`src/rtl/video_ctrl_pkg.sv`:
```
// Shared types and constants for the video output mode controller.
// Latency: n/a (declarations only).
// Backpressure: n/a.
// Contents: mode_state_t FSM encoding, SWITCH_CNT_W, cnt_w() counter-width helper.
package video_ctrl_pkg;

   typedef enum logic [1:0] {
      RUN        = 2'd0,
      WAIT_EOF   = 2'd1,
      RESET_HOLD = 2'd2,
      MUTE       = 2'd3
   } mode_state_t;

   localparam int SWITCH_CNT_W = 8;

   // Bits needed to hold values 0..max_val, never less than one bit.
   function automatic int cnt_w(input int max_val);
      return (max_val > 0) ? $clog2(max_val + 1) : 1;
   endfunction

endpackage

```
`src/rtl/sync_2ff.sv`:
```
// Two-flop synchroniser for a single level signal entering the local clock domain.
// Latency: 2 clk_i cycles from d_i to q_o.
// Backpressure: none; level signal, no handshake.
// Ports:
//   clk_i  in   destination clock
//   rst_i  in   asynchronous active-high reset, loads RESET_VAL into both flops
//   d_i    in   asynchronous level input
//   q_o    out  synchronised level
module sync_2ff #(
   parameter bit RESET_VAL = 1'b0
) (
   input  logic clk_i,
   input  logic rst_i,
   input  logic d_i,
   output logic q_o
);

   logic meta_q;
   logic sync_q;

   always_ff @(posedge clk_i or posedge rst_i) begin
      if (rst_i) begin
         meta_q <= RESET_VAL;
         sync_q <= RESET_VAL;
      end else begin
         meta_q <= d_i;
         sync_q <= meta_q;
      end
   end

   assign q_o = sync_q;

endmodule

```
`src/rtl/video_output_mode_ctrl.sv`:
```
// Glitch-free HDMI/DVI mode switch sequencer: applies a requested mode only at end of frame.
// Latency: request seen 2 cycles after dvi_req_i (sync), blank 1 cycle later; mode applied on eof.
// Backpressure: none; dvi_req_i is a level held until applied, withdrawn requests are dropped.
// Ports:
//   clk_pixel_i      in   pixel clock
//   reset_i          in   asynchronous active-high reset
//   dvi_req_i        in   requested mode (1 = DVI), any clock domain
//   cx_i / cy_i      in   current pixel position from video_output
//   rgb_in_i         in   pixel from the VDP
//   rgb_out_o        out  pixel to video_output, zero while blanked
//   dvi_output_o     out  mode select to video_output
//   core_reset_o     out  synchronous reset to the encoder cores
//   audio_mute_o     out  audio mute, mirrors blank
//   blank_o          out  video blanked
//   busy_o           out  sequencer not in RUN
//   switch_count_o   out  completed switches, wraps
module video_output_mode_ctrl
   import video_ctrl_pkg::*;
#(
   parameter int BIT_WIDTH    = 10,
   parameter int BIT_HEIGHT   = 10,
   parameter int LAST_X       = 799,
   parameter int LAST_Y       = 524,
   parameter int RESET_CYCLES = 16,
   parameter int MUTE_FRAMES  = 2,
   parameter bit DVI_DEFAULT  = 1'b0
) (
   input  logic                    clk_pixel_i,
   input  logic                    reset_i,
   input  logic                    dvi_req_i,
   input  logic [BIT_WIDTH-1:0]    cx_i,
   input  logic [BIT_HEIGHT-1:0]   cy_i,
   input  logic [23:0]             rgb_in_i,
   output logic [23:0]             rgb_out_o,
   output logic                    dvi_output_o,
   output logic                    core_reset_o,
   output logic                    audio_mute_o,
   output logic                    blank_o,
   output logic                    busy_o,
   output logic [SWITCH_CNT_W-1:0] switch_count_o
);

   localparam int RST_W = cnt_w(RESET_CYCLES - 1);
   localparam int FRM_W = cnt_w(MUTE_FRAMES);

   localparam logic [RST_W-1:0]      RST_LOAD = RST_W'(RESET_CYCLES - 1);
   localparam logic [FRM_W-1:0]      FRM_LAST = FRM_W'(MUTE_FRAMES);
   localparam logic [BIT_WIDTH-1:0]  LX       = BIT_WIDTH'(LAST_X);
   localparam logic [BIT_HEIGHT-1:0] LY       = BIT_HEIGHT'(LAST_Y);

   logic req_s;

   mode_state_t             state_q,      state_d;
   logic                    dvi_q,        dvi_d;
   logic                    core_reset_q, core_reset_d;
   logic                    blank_q,      blank_d;
   logic [SWITCH_CNT_W-1:0] switch_cnt_q, switch_cnt_d;
   logic [RST_W-1:0]        rst_cnt_q,    rst_cnt_d;
   logic [FRM_W-1:0]        frame_cnt_q,  frame_cnt_d;
   // Set while the sequence following reset is still running, so that its
   // pass through MUTE is not counted as a completed switch.
   logic                    boot_q,       boot_d;
   logic                    busy_q;
   logic                    eof_q;
   logic [FRM_W-1:0]        frame_inc;

   sync_2ff #(
      .RESET_VAL (DVI_DEFAULT)
   ) u_req_sync (
      .clk_i (clk_pixel_i),
      .rst_i (reset_i),
      .d_i   (dvi_req_i),
      .q_o   (req_s)
   );

   always_comb begin
      state_d      = state_q;
      dvi_d        = dvi_q;
      core_reset_d = core_reset_q;
      blank_d      = blank_q;
      switch_cnt_d = switch_cnt_q;
      rst_cnt_d    = rst_cnt_q;
      frame_cnt_d  = frame_cnt_q;
      boot_d       = boot_q;
      frame_inc    = frame_cnt_q + 1'b1;

      case (state_q)
         RUN: begin
            if (req_s != dvi_q) begin
               state_d = WAIT_EOF;
               blank_d = 1'b1;
            end else begin
               blank_d = 1'b0;
            end
         end

         WAIT_EOF: begin
            // A withdrawn request wins over an eof arriving in the same cycle.
            if (req_s == dvi_q) begin
               state_d = RUN;
               blank_d = 1'b0;
            end else if (eof_q) begin
               state_d      = RESET_HOLD;
               dvi_d        = req_s;
               core_reset_d = 1'b1;
               rst_cnt_d    = RST_LOAD;
            end
         end

         RESET_HOLD: begin
            // cx/cy are meaningless while the cores are held, so eof is ignored.
            if (rst_cnt_q == '0) begin
               state_d      = MUTE;
               core_reset_d = 1'b0;
               frame_cnt_d  = '0;
            end else begin
               rst_cnt_d = rst_cnt_q - 1'b1;
            end
         end

         MUTE: begin
            if (eof_q) begin
               frame_cnt_d = frame_inc;
               if (frame_inc == FRM_LAST) begin
                  state_d = RUN;
                  blank_d = 1'b0;
                  boot_d  = 1'b0;
                  if (!boot_q) begin
                     switch_cnt_d = switch_cnt_q + 1'b1;
                  end
               end
            end
         end

         default: begin
            state_d = RESET_HOLD;
         end
      endcase
   end

   always_ff @(posedge clk_pixel_i or posedge reset_i) begin
      if (reset_i) begin
         state_q      <= RESET_HOLD;
         dvi_q        <= DVI_DEFAULT;
         core_reset_q <= 1'b1;
         blank_q      <= 1'b1;
         busy_q       <= 1'b1;
         switch_cnt_q <= '0;
         rst_cnt_q    <= RST_LOAD;
         frame_cnt_q  <= '0;
         boot_q       <= 1'b1;
         eof_q        <= 1'b0;
      end else begin
         state_q      <= state_d;
         dvi_q        <= dvi_d;
         core_reset_q <= core_reset_d;
         blank_q      <= blank_d;
         busy_q       <= (state_d != RUN);
         switch_cnt_q <= switch_cnt_d;
         rst_cnt_q    <= rst_cnt_d;
         frame_cnt_q  <= frame_cnt_d;
         boot_q       <= boot_d;
         eof_q        <= (cx_i == LX) && (cy_i == LY);
      end
   end

   assign rgb_out_o      = blank_q ? 24'h000000 : rgb_in_i;
   assign audio_mute_o   = blank_q;
   assign blank_o        = blank_q;
   assign busy_o         = busy_q;
   assign dvi_output_o   = dvi_q;
   assign core_reset_o   = core_reset_q;
   assign switch_count_o = switch_cnt_q;

endmodule

```
`config.mk`:
```
export PLATFORM = sky130hd
export DESIGN_NAME = video_output_mode_ctrl
export DESIGN_NICKNAME = d
export VERILOG_FILES = /design/src/rtl/video_ctrl_pkg.sv /design/src/rtl/sync_2ff.sv /design/src/rtl/video_output_mode_ctrl.sv
export SDC_FILE = /design/constraint.sdc
export NUM_CORES = 1
export LEC_CHECK = 0
export ABC_AREA = 0
export CAP_MARGIN = 20
export CORE_MARGIN = 10
export CORE_UTILIZATION = 34
export CTS_CLUSTER_DIAMETER = 50
export CTS_CLUSTER_SIZE = 30
export DETAILED_ROUTE_END_ITERATION = 8
export PLACE_DENSITY = 0.75
export SLEW_MARGIN = 10
export SYNTH_ARGS = -nofsm -noshare
export SYNTH_HDL_FRONTEND = slang
export SYNTH_SLANG_ARGS = --single-unit
```
`constraint.sdc`:
```
create_clock -name clk_pixel_i -period 2.3 [get_ports clk_pixel_i]
set_input_delay 0.345 -clock clk_pixel_i [delete_from_list [all_inputs] [get_ports clk_pixel_i]]
set_output_delay 0.345 -clock clk_pixel_i [all_outputs]
set_load 0.01 [all_outputs]
```
* Word-level counts from Yosys, hierarchy flattened
Index checks and enable logic that the tools add are counted.
Operators by class: reduce and logical (&&, ||, !) cells 14, $mul 0, bitwise operators 2, shift-type cells 0, divide/modulo/power cells 0, muxes and demuxes 24, equality and inequality tests 15, magnitude comparators 0, add/subtract/negate cells 3
Operators with widths (count):
- 24-bit two-way mux | 1
- 10-bit equality test, second input constant | 2
- 2-bit two-way mux | 8
- 4-bit AND reduction | 4
- 2-bit != test, second input constant | 7
- 4-bit two-way mux | 3
- 3-bit AND reduction | 3
- 8-bit by 1-bit adder with 8-bit output, second input constant | 1
- 2-bit one-hot mux with 4 select lines | 1
- 4-bit one-hot mux with 2 select lines | 1
- 1-bit two-way mux | 7
- 2-bit equality test, second input constant | 3
- 2-bit nonzero test | 3
- 4-bit logical NOT | 1
- 2-bit one-hot mux with 2 select lines | 1
- 4-bit by 1-bit subtractor with 4-bit output, second input constant | 1
- 1-bit one-hot mux with 3 select lines | 1
- 3-bit nonzero test | 1
- 2-bit by 1-bit adder with 2-bit output, second input constant | 1
- 2-bit by 1-bit equality test with 1-bit output, second input constant | 1
- 2-bit logical NOT | 1
- 1-bit NOT | 2
- 1-bit one-hot mux with 2 select lines | 1
- 1-bit equality test | 1
- other kinds (2) | 2
Storage, ports and cells: bits in registers 24, memories 0, output and inout port bits 37, input port bits 47, bits in writable memories 0, memory bits (read-only) 0, latch bits 0, word-level logic and storage cells 70

* Longest topological paths before layout
Gate-level depths: netlist (run 1).
depth after elaboration 6, mapped depth 5, gate-level depth less buffers 5

* Hierarchy
Synthesis (run 1) repeated with hierarchy kept, for this count alone.
Second synthesis, totals: cell total of the unflattened synthesis 128, area total of the unflattened synthesis 1318.8 sq um
Modules (own cells, without submodules):
- video_output_mode_ctrl | sequential area each 561.8 sq um, cells an instance 125, instances 1, area an instance 1265.0 sq um
- sync_2ff | sequential area each 50.0 sq um, cells an instance 3, instances 1, area an instance 53.8 sq um

* Least setup slack after synthesis (run 1)
OpenSTA, ideal clock, no wires.
path type register to register, from register rst_cnt_q[0], to register rst_cnt_q[3], stages on the path, launching flop included 6, data required time 2236 ps, buffers on the path 0, period minus slack after synthesis 1580 ps, library setup time 64 ps, arrival time 1516 ps, setup slack 720 ps, cell sequence dfstp_2 > inv_1 > ha_1 > nor3b_2 > or4_1 > nand3_1
Between the ends: word-level cells in the longest chain between the ends 3, elaborated cells on any way between the ends 6, classes of those cells add/sub (1); eq/ne (1); mux (2); reduce/logical (2)
Ends and longest elaborated chain:
- start, declared | line video_output_mode_ctrl.sv:58 | logic [RST_W-1:0] rst_cnt_q, rst_cnt_d;
- start signal, assigned | line video_output_mode_ctrl.sv:160 | rst_cnt_q <= rst_cnt_d;
- 4-bit by 1-bit subtractor with 4-bit output or 4-bit logical NOT (tied branches) | line video_output_mode_ctrl.sv:117, video_output_mode_ctrl.sv:112
- 4-bit two-way mux or 2-bit != test (tied branches)
- 4-bit one-hot mux with 2 select lines or 4-bit AND reduction (tied branches)
Parallel ways exist; a longest one is shown, timed or not. The select of a mux whose other input is x is not followed. A chain may end at the register's enable or synchronous reset.

* Final worst setup path (run 1)
from register blank_q (netlist: audio_mute_o), to output audio_mute_o
RTL lines:
- start, declared | line video_output_mode_ctrl.sv:56 | logic blank_q, blank_d;
- start signal, assigned | line video_output_mode_ctrl.sv:157 | blank_q <= blank_d;
- end, declared | line video_output_mode_ctrl.sv:37 | output logic audio_mute_o,
No word-level cell between the ends.

==> impl_metrics.toml, run 1 <==
[die]
floorplan.io_pins = 84
fp.dieW_um = 83.2
start_util_pct = 36.0
rows = 22
core_area_um2 = 3770
design.die.area_um2 = 6920
die_h_um = 83.2

[synth]
synth_top_family_by_area = "simple AND/OR/NAND/NOR gates"
synth_compound_area_share_pct = 7.18
syn-cell-area_um2 = 1360
ys_warn_count = 0
synth_adder_area_share_pct = 2.76
avgSynthCellArea_um2 = 10.6
ys_types = 42
synthTopCellsByArea = "dfrtp_1 (28%), dfstp_2 (17%), nor2b_1 (11%), xor2_1 (5.2%), nor4b_4 (3.5%)"
ys_seq_area_share_pct = 45.0
muxShareOfSynthArea_pct = 3.13
synth_xor_area_share_pct = 5.16
yosys.area.top_type_share_pct = 27.6
synth-main-ff-cell = "dfrtp_1"
synth_simple_gate_area_share_pct = 32.9
synth.most_common_cell = "nor2b_1"
synth_edf_count = 0
synth_nets = 178
synth_area_leader_cell = "dfrtp_1"
synth_common_cells = "nor2b_1 (24), dfrtp_1 (15), dfstp_2 (9), xor2_1 (8), nand2_1 (7)"
ys_async_sr_fraction_pct = 100
synthCells = 128
ys_ff_latch = 24

[worst_setup_path]
end_kind = "primary output"
r2r_slack_ns = 0.64
critPathKind = "reg2out"
r2r_cells = 5
reg2reg_to = "rst_cnt_q[3]"
cp_slowest_cell = "dfstp_2"
critPathBufInv = 1
worstPathCellList = "clkdlybuf4s50_1"
slowest_delay_ns = 0.82
reg2reg_from = "rst_cnt_q[0]"
setup.worst_path.start = "audio_mute_o"
crit_family = "flip-flops"
crit_path_start_kind = "register"
cp.arrival_ns = 1.72
crit_fanout = 28
crit_required_ns = 1.96

[clock_tree]
cts_tree = "yes"
clock_latency_ns = 0.27
clock-sinks = 24
path_clk_slew_ns = 0.09
cts_buffers = 3
post_cts_resized = 0
postCtsSetupRepairBufs = 0
cts-htree-levels = 1
root_buffer = "clkbuf_8"
cts_hold_buf = 0
clock_path_buffers = 2

[timing]
rsz0062_at_grt = "false"
worst_pin_slew_ns = 0.695
fin_setup_tns_ns = 0
layout_min_cycle_time_ns = 2.06
slew_headroom_pct = 53.6
worst_clock_skew_ns = 0.00668
slew_violations = 0
timing.final.ws_setup_ns = 0.236
finalCritPeriodShare_pct = 89.8
setup_violations = 0
max_freq_mhz = 484
hold_viol = 0
fin_worst_hold_slack_ns = 0.357

[power_and_ir_drop]
powerDensity_nw_per_um2 = 441
p_leak_uw = 0.000955
ir_drop_uv = 227

[final_layout]
final_cells = 260
fin_util_pct = 61.1
fillCellCount = 287
syn2layout_area_growth_pct = 69.7
fin_nets = 263
drive_gt1_share_pct = 11.3
insertedDiodeCount = 0

[drt]
via_count = 1273
avgViaCountPerCell = 4.90
drt_iter0_drc = 39
first_pass_iters = 4
wl_per_cell_um = 15.5
finalWirelength_um = 4020
drtAntennaViolNets = 0
drc = 0

[run_status]
status = "complete, no violations"

[place]
port-buffer-count = 83
gp_congestion = 0.795
dp_hpwl_um = 3380
dp_slack_ns = 0.465
dpl.cell_count = 256

[global_routing]
grt_pass1_wl_um = 6630
grt_max_degree = 29
grt.total_usage_pct = 11.2
grt_pass1_vias = 1338
overflow = 0
grt_antenna_before_repair = 0

[min_path]
min_path_type = "reg2reg"
hold_depth = 0
hold_start = "u_req_sync.meta_q"
hold_end = "u_req_sync.q_o"

[job]
maxCapViolCount = 0
[metrics by stage]
step,instance area (µm²),total power [µW]
6_report,2310,1020
5_1_grt,2310,1050
4_1_cts,2310,1030
3_5_place_dp,2230,650
3_3_place_gp,2230,647
2_1_floorplan,1360,502
[logic make-up (layout without fill, tap and decap cells)]
group	Yosys count	in the layout
flip-flops	24	24
AO/OA/AOI/OAI	14	14
XOR/XNOR	8	8
adder cells (fa/ha/maj)	3	3
multiplexers	4	4
AND/OR/NAND/NOR	64	64
buffers and inverters	11	95
[worst register-to-register path: cells and delay by family (launching register included)]
| family | cells | cell delay (ns) |
|---|---|---|
| AND/OR/NAND/NOR | 3 | 0.79 |
| flip-flops | 1 | 0.53 |
| adder cells (fa/ha/maj) | 1 | 0.22 |
| buffers and inverters | 1 | 0.06 |
[layout by cell type (no fill, tap or decap), types with 2 or more instances in the layout]
master / instances
nor2_1: 4
clkbuf_8: 3
mux2i_1: 2
a22o_1: 2
dfrtp_1: 15
nand2_1: 7
nor4b_4: 2
a21oi_1: 2
dfstp_2: 9
nand2b_1: 3
nand4_1: 3
inv_1: 6
clkdlybuf4s50_1: 83
o21ai_0: 3
nor2b_1: 24
nand3_1: 2
xor2_1: 8
ha_1: 3
nor4bb_1: 2
nor3_1: 4
buf_4: 2
[final cells by class]
| type | count | area [µm²] | area share, % |
|---|---|---|---|
| clock inverter | 1 | 30.0 | 1.30 |
| clock buffer | 3 | 41.3 | 1.79 |
| inverter | 6 | 22.5 | 0.977 |
| sequential | 24 | 612 | 26.5 |
| timing repair buffer | 85 | 846 | 36.7 |
| tap | 48 | 60.1 | 2.60 |
| multi-input combinational | 93 | 694 | 30.1 |
[where the power goes]
| part | switching, µW | total (µW) | internal [µW] |
|---|---|---|---|
| Sequential | 12.3 | 441 | 429 |
| Clock | 144 | 377 | 233 |
| Combinational | 58.2 | 198 | 139 |
[routing by layer]
metal / track usage (%) / part of all wire [%]
met5: 0 / 0
met4: 2.77 / 0.90
met3: 6.25 / 14
met1: 13.7 / 46
met2: 16.4 / 39
[worst max-delay path by stage]
stage	cells past startpoint	end
6_report	1	audio_mute_o
5_1_grt	2	rgb_out_o[13]
4_1_cts	1	blank_o
3_5_place_dp	3	rgb_out_o[4]
3_3_place_gp	3	rgb_out_o[4]
2_1_floorplan	5	rst_cnt_q[3]
[state kept, by name (all words and copies together), names as in the netlist, 2 cells and up]
name and cells:
rst_cnt_q 4, frame_cnt_q 2, switch_count_o 8, state_q 2
No activity file was read; power rests on OpenSTA's default activity.
==> inputs of run 2 (changes only) <==
--- a/config.mk
+++ b/config.mk
@@ -6,7 +6,6 @@
 export NUM_CORES = 1
 export LEC_CHECK = 0
 export ABC_AREA = 0
-export CAP_MARGIN = 20
 export CORE_MARGIN = 10
 export CORE_UTILIZATION = 34
 export CTS_CLUSTER_DIAMETER = 50
==> results of run 2 <==
Final layout, timing and power as in run 1 (identical DEF).
